### src/rtl/pp_gen_pkg.sv
// Shared definitions for the partial-product generator.
//   PP_MODE_AND / PP_MODE_BOOTH : values of the per-beat mode bit
//   booth_digit_e               : radix-4 Booth digit selected by one 3-bit group
//   booth_decode()              : maps {b[2j+1], b[2j], b[2j-1]} to its digit
package pp_gen_pkg;

  localparam logic PP_MODE_AND   = 1'b0;
  localparam logic PP_MODE_BOOTH = 1'b1;

  typedef enum logic [2:0] {
    BD_ZERO,
    BD_POS1,
    BD_POS2,
    BD_NEG1,
    BD_NEG2
  } booth_digit_e;

  function automatic booth_digit_e booth_decode(input logic [2:0] grp);
    booth_digit_e dig;
    unique case (grp)
      3'b001, 3'b010: dig = BD_POS1;
      3'b011:         dig = BD_POS2;
      3'b100:         dig = BD_NEG2;
      3'b101, 3'b110: dig = BD_NEG1;
      default:        dig = BD_ZERO;  // 000 and 111
    endcase
    return dig;
  endfunction

endpackage

### src/rtl/booth_r4_row.sv
// One radix-4 Booth partial-product row.
//   a_i     : multiplicand, two's complement, WIDTH bits
//   group_i : {b[2j+1], b[2j], b[2j-1]} for this row
//   row_o   : digit*a, sign-extended to 2*WIDTH bits and shifted left by 2*ROW_IDX
// The negation is done entirely inside the row (no separate +1 correction row),
// so the reduction tree only has to add rows modulo 2^(2*WIDTH).
module booth_r4_row
  import pp_gen_pkg::*;
#(
  parameter int WIDTH   = 8,
  parameter int ROW_IDX = 0
) (
  input  logic [WIDTH-1:0]   a_i,
  input  logic [2:0]         group_i,
  output logic [2*WIDTH-1:0] row_o
);

  localparam int PP_W = 2 * WIDTH;

  booth_digit_e    digit;
  logic [PP_W-1:0] a_ext;
  logic [PP_W-1:0] mag;

  always_comb begin
    digit = booth_decode(group_i);
    a_ext = {{WIDTH{a_i[WIDTH-1]}}, a_i};
    mag   = '0;
    unique case (digit)
      BD_POS1: mag = a_ext;
      BD_POS2: mag = a_ext << 1;
      BD_NEG1: mag = -a_ext;
      // a = -2^(WIDTH-1) gives -2a = 2^WIDTH, which still fits in PP_W bits
      BD_NEG2: mag = -(a_ext << 1);
      default: mag = '0;
    endcase
    row_o = mag << (2 * ROW_IDX);
  end

endmodule

### src/rtl/pp_gen_pipe.sv
// Pipelined partial-product generator for the MAC reduction trees.
//   clk_i, rst_i          : clock, synchronous active-high reset
//   in_valid_i/in_ready_o : operand handshake; in_a_i, in_b_i, in_mode_i carried with it
//   out_valid_o/out_ready_i : row handshake
//   out_pp_o              : ROWS rows of PP_W bits, row r at [r*PP_W +: PP_W]
//   out_rows_o            : number of meaningful rows (WIDTH or WIDTH/2)
//   out_mode_o            : mode of the beat currently on out_pp_o
// Stage 1 holds the raw operands, stage 2 holds the encoded rows. Both stages
// stall together under back-pressure; in_ready_o is combinational from out_ready_i.
module pp_gen_pipe
  import pp_gen_pkg::*;
#(
  parameter int WIDTH = 8,
  localparam int PP_W = 2 * WIDTH,
  localparam int ROWS = WIDTH,
  localparam int RW   = $clog2(ROWS + 1)
) (
  input  logic                 clk_i,
  input  logic                 rst_i,
  input  logic                 in_valid_i,
  output logic                 in_ready_o,
  input  logic [WIDTH-1:0]     in_a_i,
  input  logic [WIDTH-1:0]     in_b_i,
  input  logic                 in_mode_i,
  output logic                 out_valid_o,
  input  logic                 out_ready_i,
  output logic [ROWS*PP_W-1:0] out_pp_o,
  output logic [RW-1:0]        out_rows_o,
  output logic                 out_mode_o
);

  logic             s1_valid_q, s1_valid_d;
  logic [WIDTH-1:0] a_q, a_d;
  logic [WIDTH-1:0] b_q, b_d;
  logic             mode_q, mode_d;

  logic                 s2_valid_q, s2_valid_d;
  logic [ROWS*PP_W-1:0] pp_q, pp_d;
  logic [RW-1:0]        rows_q, rows_d;
  logic                 omode_q, omode_d;

  logic s2_load;
  logic accept;

  logic [PP_W-1:0]      and_row   [ROWS];
  logic [PP_W-1:0]      booth_row [ROWS/2];
  logic [ROWS*PP_W-1:0] enc_pp;

  assign s2_load    = !s2_valid_q || out_ready_i;
  assign in_ready_o = !s1_valid_q || s2_load;
  assign accept     = in_valid_i && in_ready_o;

  // Unsigned AND-array rows
  for (genvar i = 0; i < ROWS; i++) begin : g_and
    assign and_row[i] = PP_W'(a_q & {WIDTH{b_q[i]}}) << i;
  end

  // Radix-4 Booth rows; the group for row 0 uses an implicit b[-1] = 0
  for (genvar j = 0; j < ROWS/2; j++) begin : g_booth
    logic [2:0] grp;
    if (j == 0) begin : g_first
      assign grp = {b_q[1], b_q[0], 1'b0};
    end else begin : g_rest
      assign grp = b_q[2*j+1 : 2*j-1];
    end
    booth_r4_row #(
      .WIDTH  (WIDTH),
      .ROW_IDX(j)
    ) u_row (
      .a_i    (a_q),
      .group_i(grp),
      .row_o  (booth_row[j])
    );
  end

  // Row mux by mode; Booth mode leaves the upper half of the rows at zero
  for (genvar r = 0; r < ROWS; r++) begin : g_mux
    if (r < ROWS/2) begin : g_lo
      assign enc_pp[r*PP_W +: PP_W] = (mode_q == PP_MODE_BOOTH) ? booth_row[r] : and_row[r];
    end else begin : g_hi
      assign enc_pp[r*PP_W +: PP_W] = (mode_q == PP_MODE_BOOTH) ? '0 : and_row[r];
    end
  end

  always_comb begin
    s1_valid_d = s1_valid_q;
    a_d        = a_q;
    b_d        = b_q;
    mode_d     = mode_q;
    s2_valid_d = s2_valid_q;
    pp_d       = pp_q;
    rows_d     = rows_q;
    omode_d    = omode_q;

    if (in_ready_o) begin
      s1_valid_d = in_valid_i;
    end
    if (accept) begin
      a_d    = in_a_i;
      b_d    = in_b_i;
      mode_d = in_mode_i;
    end

    // Data only moves when a real beat advances, so held outputs never change
    if (s2_load) begin
      s2_valid_d = s1_valid_q;
      if (s1_valid_q) begin
        pp_d    = enc_pp;
        rows_d  = (mode_q == PP_MODE_BOOTH) ? RW'(ROWS/2) : RW'(ROWS);
        omode_d = mode_q;
      end
    end
  end

  always_ff @(posedge clk_i) begin
    if (rst_i) begin
      s1_valid_q <= 1'b0;
      a_q        <= '0;
      b_q        <= '0;
      mode_q     <= 1'b0;
      s2_valid_q <= 1'b0;
      pp_q       <= '0;
      rows_q     <= '0;
      omode_q    <= 1'b0;
    end else begin
      s1_valid_q <= s1_valid_d;
      a_q        <= a_d;
      b_q        <= b_d;
      mode_q     <= mode_d;
      s2_valid_q <= s2_valid_d;
      pp_q       <= pp_d;
      rows_q     <= rows_d;
      omode_q    <= omode_d;
    end
  end

  assign out_valid_o = s2_valid_q;
  assign out_pp_o    = pp_q;
  assign out_rows_o  = rows_q;
  assign out_mode_o  = omode_q;

endmodule
### config.mk
export PLATFORM = sky130hd
export DESIGN_NAME = pp_gen_pipe
export DESIGN_NICKNAME = d
export VERILOG_FILES = /design/src/rtl/pp_gen_pkg.sv /design/src/rtl/booth_r4_row.sv /design/src/rtl/pp_gen_pipe.sv
export SDC_FILE = /design/constraint.sdc
export NUM_CORES = 1
export LEC_CHECK = 0
export ABC_AREA = 1
export CAP_MARGIN = 20
export CORE_MARGIN = 2
export CORE_UTILIZATION = 55
export CTS_BUF_LIST = sky130_fd_sc_hd__clkbuf_4 sky130_fd_sc_hd__clkbuf_8
export DETAILED_ROUTE_END_ITERATION = 10
export DONT_BUFFER_PORTS = 1
export PLACE_DENSITY = 0.67
export SYNTH_ARGS = -nofsm -noshare
export SYNTH_HDL_FRONTEND = slang
export SYNTH_HIERARCHICAL = 1
export SYNTH_SLANG_ARGS = --single-unit
### constraint.sdc
create_clock -name clk_i -period 2.83 [get_ports clk_i]
set_input_delay 0.849 -clock clk_i [delete_from_list [all_inputs] [get_ports clk_i]]
set_output_delay 0.849 -clock clk_i [all_outputs]
set_load 0.02 [all_outputs]
# Word level (Yosys, flattened, before mapping)
# Index checks and enable logic that the tools add are counted.
# totals
mem_bits_ro	0
latch_bits	0
in_bits	21
out_inout_bits	135
ramBits	0
elab_cells	84
ff_bits	152
mem_count	0
# op_classes
mul	0
shift	0
n_eq_ne	37
bitwise	8
add_sub_neg	2
order_cmp	0
n_div	0
n_reduce_logical	12
n_mux	17
# ops
operator	count
bitwise AND 8 bit	8
2-to-1 mux 16 bit	4
one-hot mux 16 bit (4 select lines)	1
one-hot mux 14 bit (4 select lines)	1
one-hot mux 12 bit (4 select lines)	1
== test 3 x 2 -> 1 bit (second input constant)	14
one-hot mux 10 bit (4 select lines)	1
== test 3 bit (second input constant)	13
one-hot mux 3 bit (4 select lines)	3
negator 16 bit	2
== test 3 x 1 -> 1 bit (second input constant)	7
2-to-1 mux 15 bit	1
2-to-1 mux 14 bit	1
2-to-1 mux 13 bit	1
2-to-1 mux 12 bit	1
OR reduction 2 bit	6
one-hot mux 3 bit (3 select lines)	1
== test 2 bit (second input constant)	2
2-to-1 mux 4 bit	1
== test 2 x 1 -> 1 bit (second input constant)	1
zero test 1 bit	2
logical OR 1 bit	2
AND reduction 2 bit	1
logical AND 1 bit	1

# Longest topological paths before layout
# logic_depth
word_depth	6
mapped_depth	13
depth_no_buf	13

# Hierarchy
# Netlist, hierarchy kept.
# by_module_without_submodules
mod	n_inst	seq_area_each_um2	area_each_um2	cells_each
pp_gen_pipe	1	2342.2	5691.7	905
booth_r4_row (g_booth[3].u_row)	1	0.0	551.8	102
booth_r4_row (g_booth[0].u_row)	1	0.0	549.3	102
booth_r4_row (g_booth[2].u_row)	1	0.0	526.8	107
booth_r4_row (g_booth[1].u_row)	1	0.0	514.2	107

# Least setup slack after synthesis
# Ideal clock, no wire load.
# synth_path
path_kind	in2out
from	input out_ready_i
to	output in_ready_o
n_path_buf	1
cell_stages	3
t_arrival_ps	1362
required_ps	1981
setup_slack_ps	619
cell_sequence	inv_1 -> nand3_1 -> buf_2
# synth_via
elab_chain_len	2
# synth_rtl
element	line	text
from (decl)	pp_gen_pipe.sv:26	input logic out_ready_i,
logical OR 1 bit	pp_gen_pipe.sv:49	assign s2_load = !s2_valid_q || out_ready_i;
logical OR 1 bit	pp_gen_pipe.sv:50	assign in_ready_o = !s1_valid_q || s2_load;
to (decl)	pp_gen_pipe.sv:21	output logic in_ready_o,
# Every way passes these cells.

# Worst setup path after layout
# layout_path
from	register s2_valid_q, in the netlist out_valid_o
to	output in_ready_o
# layout_via
elab_chain_len	3
# layout_rtl
element	line	text
from (decl)	pp_gen_pipe.sv:37	logic s2_valid_q, s2_valid_d;
from (signal assigned)	pp_gen_pipe.sv:130	s2_valid_q <= s2_valid_d;
zero test 1 bit	pp_gen_pipe.sv:49	
logical OR 1 bit	pp_gen_pipe.sv:49	
logical OR 1 bit	pp_gen_pipe.sv:50	
# Every way passes these cells.

==> run summary <==
## Final layout
* 9.05% — fraction of layout cells with a size suffix above 1
* sky130_fd_sc_hd__nand2_1 — most common cell after layout, fill and taps aside
* 0 — antenna diode instance count
* 3.90% — synthesis-to-layout area growth
* 1,317 — Final Net Count
* 428 x sky130_fd_sc_hd__nand2_1, 178 x sky130_fd_sc_hd__nand3_1, 153 x sky130_fd_sc_hd__nor2_1 — highest-count cells in the layout ignoring fill and taps

## Route
* met4 — Highest Signal Layer
* 9610 um — detailed-route wire length on metal 1
* 5 — number of optimization iterations in the first detailed-route pass
* 21,300 um — Routed WL
* 5.19 — via count normalized by instance count
* 14.3 um — per-cell routed wire length
* 7,708 — via total after detailed routing
* 739 — number of DRC markers after the initial detailed-route iteration
* 9610 um — sum of met2 wire segment lengths after detailed routing
* 0 — post-route antenna net violation count
* 1670 um — metal3 WL
* 0 — DRC violations left

## Worst setup path
* flip-flops — cell family with the largest share of critical-path delay
* 1.23 ns — worst path arrival time
* nand3_1 — cell breakdown of the critical path
* sky130_fd_sc_hd__dfxtp_1 — slowest cell on the critical path
* register to primary output — Worst Setup Path Type
* 4 — top fanout value on the critical path
* register — sort of element at the start of the critical path
* 0 — Buf+Inv Stages, Crit Path
* primary output — capturing element type of the critical path
* 1.98 ns — required time worst endpoint
* 0.50 ns — delay of the slowest cell on the worst path

## CTS
* 0.45 ns — clock latency of the later-clocked register in the worst-skew pair
* 2 — buffer depth of the longest clock path
* done — clock tree from TritonCTS
* 0 — Post-CTS Setup Inserts
* 0 — post-cts sizing count
* 17 — clock buffer count from CTS
* 0 — post-cts hold buffer count
* sky130_fd_sc_hd__clkbuf_8 — library cell used as clock root buffer
* 117 — TritonCTS sink count
* 0.08 ns — post-CTS clock slew at the launch and capture registers of the worst setup and hold paths
* 4 — H-tree Lvls

## Floorplan
* 123 um — height of the die
* 56.4% — starting density of the core
* 0.0152 mm^2 — DIE AREA
* 43 — Core Rows
* 0.0139 mm^2 — Std-Cell Core Area
* 156 — number of primary I/O pins
* 123 um — width of the die

## Synth
* 5.92 um^2 — average footprint of a synthesized cell
* 6 — warning count from the yosys run
* 0.00783 mm^2 — Mapped Area
* 0 — number of flops mapped to enable cells by yosys
* 1,323 — Gate Count Post-Synth
* 30 — Unique masters post-synth
* 117 — #FFs+latches synth
* 0% — proportion of synthesized flip-flops having asynchronous set or reset
* 29.9% — Seq/Total Area, Yosys
* sky130_fd_sc_hd__dfxtp_1 — dominant synthesized flop cell

## Placement
* 0.960 — global placer's final weighted congestion
* 0 — Port Buf Inserts
* 14,600 um — hpwl dp

## STA
* 0 — hold violation total from the final report
* 2.08 ns — Final min period
* 0 — count of final setup violators
* 73.5% — Tcrit/Tclk final
* 0.947 ns — slew at the pin with the worst max-slew slack
* 36.8% — tightest slew margin relative to the limit
* no — unrepaired setup endpoints after global routing
* 0.00805 ns — clock skew
* 0 — Final Slew Violations
* 0.456 ns — Hold WS
* 0.481 GHz — maximum operating frequency
* 0 ns — total negative setup slack

## Global routing
* 0 — global-route congestion overflow total
* 6,757 — vias in the first global route
* 33,800 um — global-route wire length before repair
* 0 — antenna violations before repair
* 74 — maximum number of pins on one net before global-route repair
* 28.1% — global-route usage over all layers

## Job
* 0 — # Max-Cap Violations

## Worst hold path
* primary input to register — Hold Crit Class

## Power and ir drop
* 0.00411 uW — static leakage power
* 520 mW/mm^2 — power per cell area
* 297 uV — worst supply voltage drop on vdd

## Outcome
* completed — status

## path summary, 6_finish.rpt
path / from / to / slack [ns] / cells past startpoint
worst max register to register: b_q[3] / out_pp_o[38] / 0.80 / 9
worst min register to register: out_pp_o[32] / out_pp_o[32] / 0.56 / 2
worst max-delay path: out_valid_o / in_ready_o / 0.75 / 1
worst min-delay path: rst_i / out_pp_o[59] / 0.46 / 1
## layer usage
| layer | global-route usage [%] | vias up |
|---|---|---|
| li1 | - | 3952 |
| met1 | 38.6 | 3456 |
| met2 | 45.0 | 271 |
| met3 | 4.70 | 29 |
| met4 | 8.66 | 0 |
| met5 | 0 | - |
## flip-flops by register name, summed over array words and instances, names as in the netlist
name,count
a_q,8
out_pp_o,96
s1_valid_q,1
mode_q,1
b_q,8
out_rows_o,2
out_valid_o,1
## logic make-up (layout without fill, tap and decap cells)
group / count (synthesis) / in the layout / synth area share (%)
flops: 117 / 117 / 29.9
xor+xnor: 1 / 1 / 0.112
other cells: 4 / 48 / 0.192
buf+inv: 275 / 212 / 16.0
fa+ha+maj: 5 / 5 / 0.799
simple gates: 822 / 822 / 46.6
compound gates: 99 / 99 / 6.42
## report_power, final
group	switching [uW]	total, uW	internal [uW]	leakage [uW]
combinational	636	900	264	0.00297
sequential	139	1850	1710	0.000955
clock	735	1480	747	0.000187
## area by class of cell
type	instances	area (um^2)
inverter	156	586
tap	180	225
fill	1479	5740
clock buffer	21	270
multi-input combinational	975	4410
clock inverter	11	103
sequential	117	2340
timing repair buffer	24	205
## cells in the mapped netlist, types with 6 or more instances
cell | number | area (um^2)
sky130_fd_sc_hd__a21oi_1 | 85 | 425
sky130_fd_sc_hd__buf_1 | 12 | 45.0
sky130_fd_sc_hd__buf_2 | 25 | 125
sky130_fd_sc_hd__buf_4 | 51 | 383
sky130_fd_sc_hd__clkbuf_1 | 31 | 116
sky130_fd_sc_hd__dfxtp_1 | 117 | 2340
sky130_fd_sc_hd__inv_1 | 140 | 526
sky130_fd_sc_hd__inv_2 | 14 | 52.6
sky130_fd_sc_hd__nand2_1 | 428 | 1610
sky130_fd_sc_hd__nand2_2 | 9 | 56.3
sky130_fd_sc_hd__nand3_1 | 178 | 891
sky130_fd_sc_hd__nand3_2 | 11 | 110
sky130_fd_sc_hd__nand4_1 | 10 | 62.6
sky130_fd_sc_hd__nor2_1 | 153 | 574
sky130_fd_sc_hd__nor2_2 | 10 | 62.6
sky130_fd_sc_hd__nor2_8 | 6 | 120
sky130_fd_sc_hd__o21ai_0 | 7 | 35.0
## stage by stage
step                worst slack (ns)  cell area (um^2)  cells  utilization (%)  power, uW
global placement               0.812              7770   1452             55.9       2780
floorplan                      0.619              8000   1367                -       2630
CTS                            0.730              8140   1484             58.6       4250
detailed placement             0.770              7770   1452             55.9       2780
finish                         0.749              8140   1484             58.6       4230
global route                   0.591              8140   1484             58.6       4440
(Power assumes the default switching activity.)
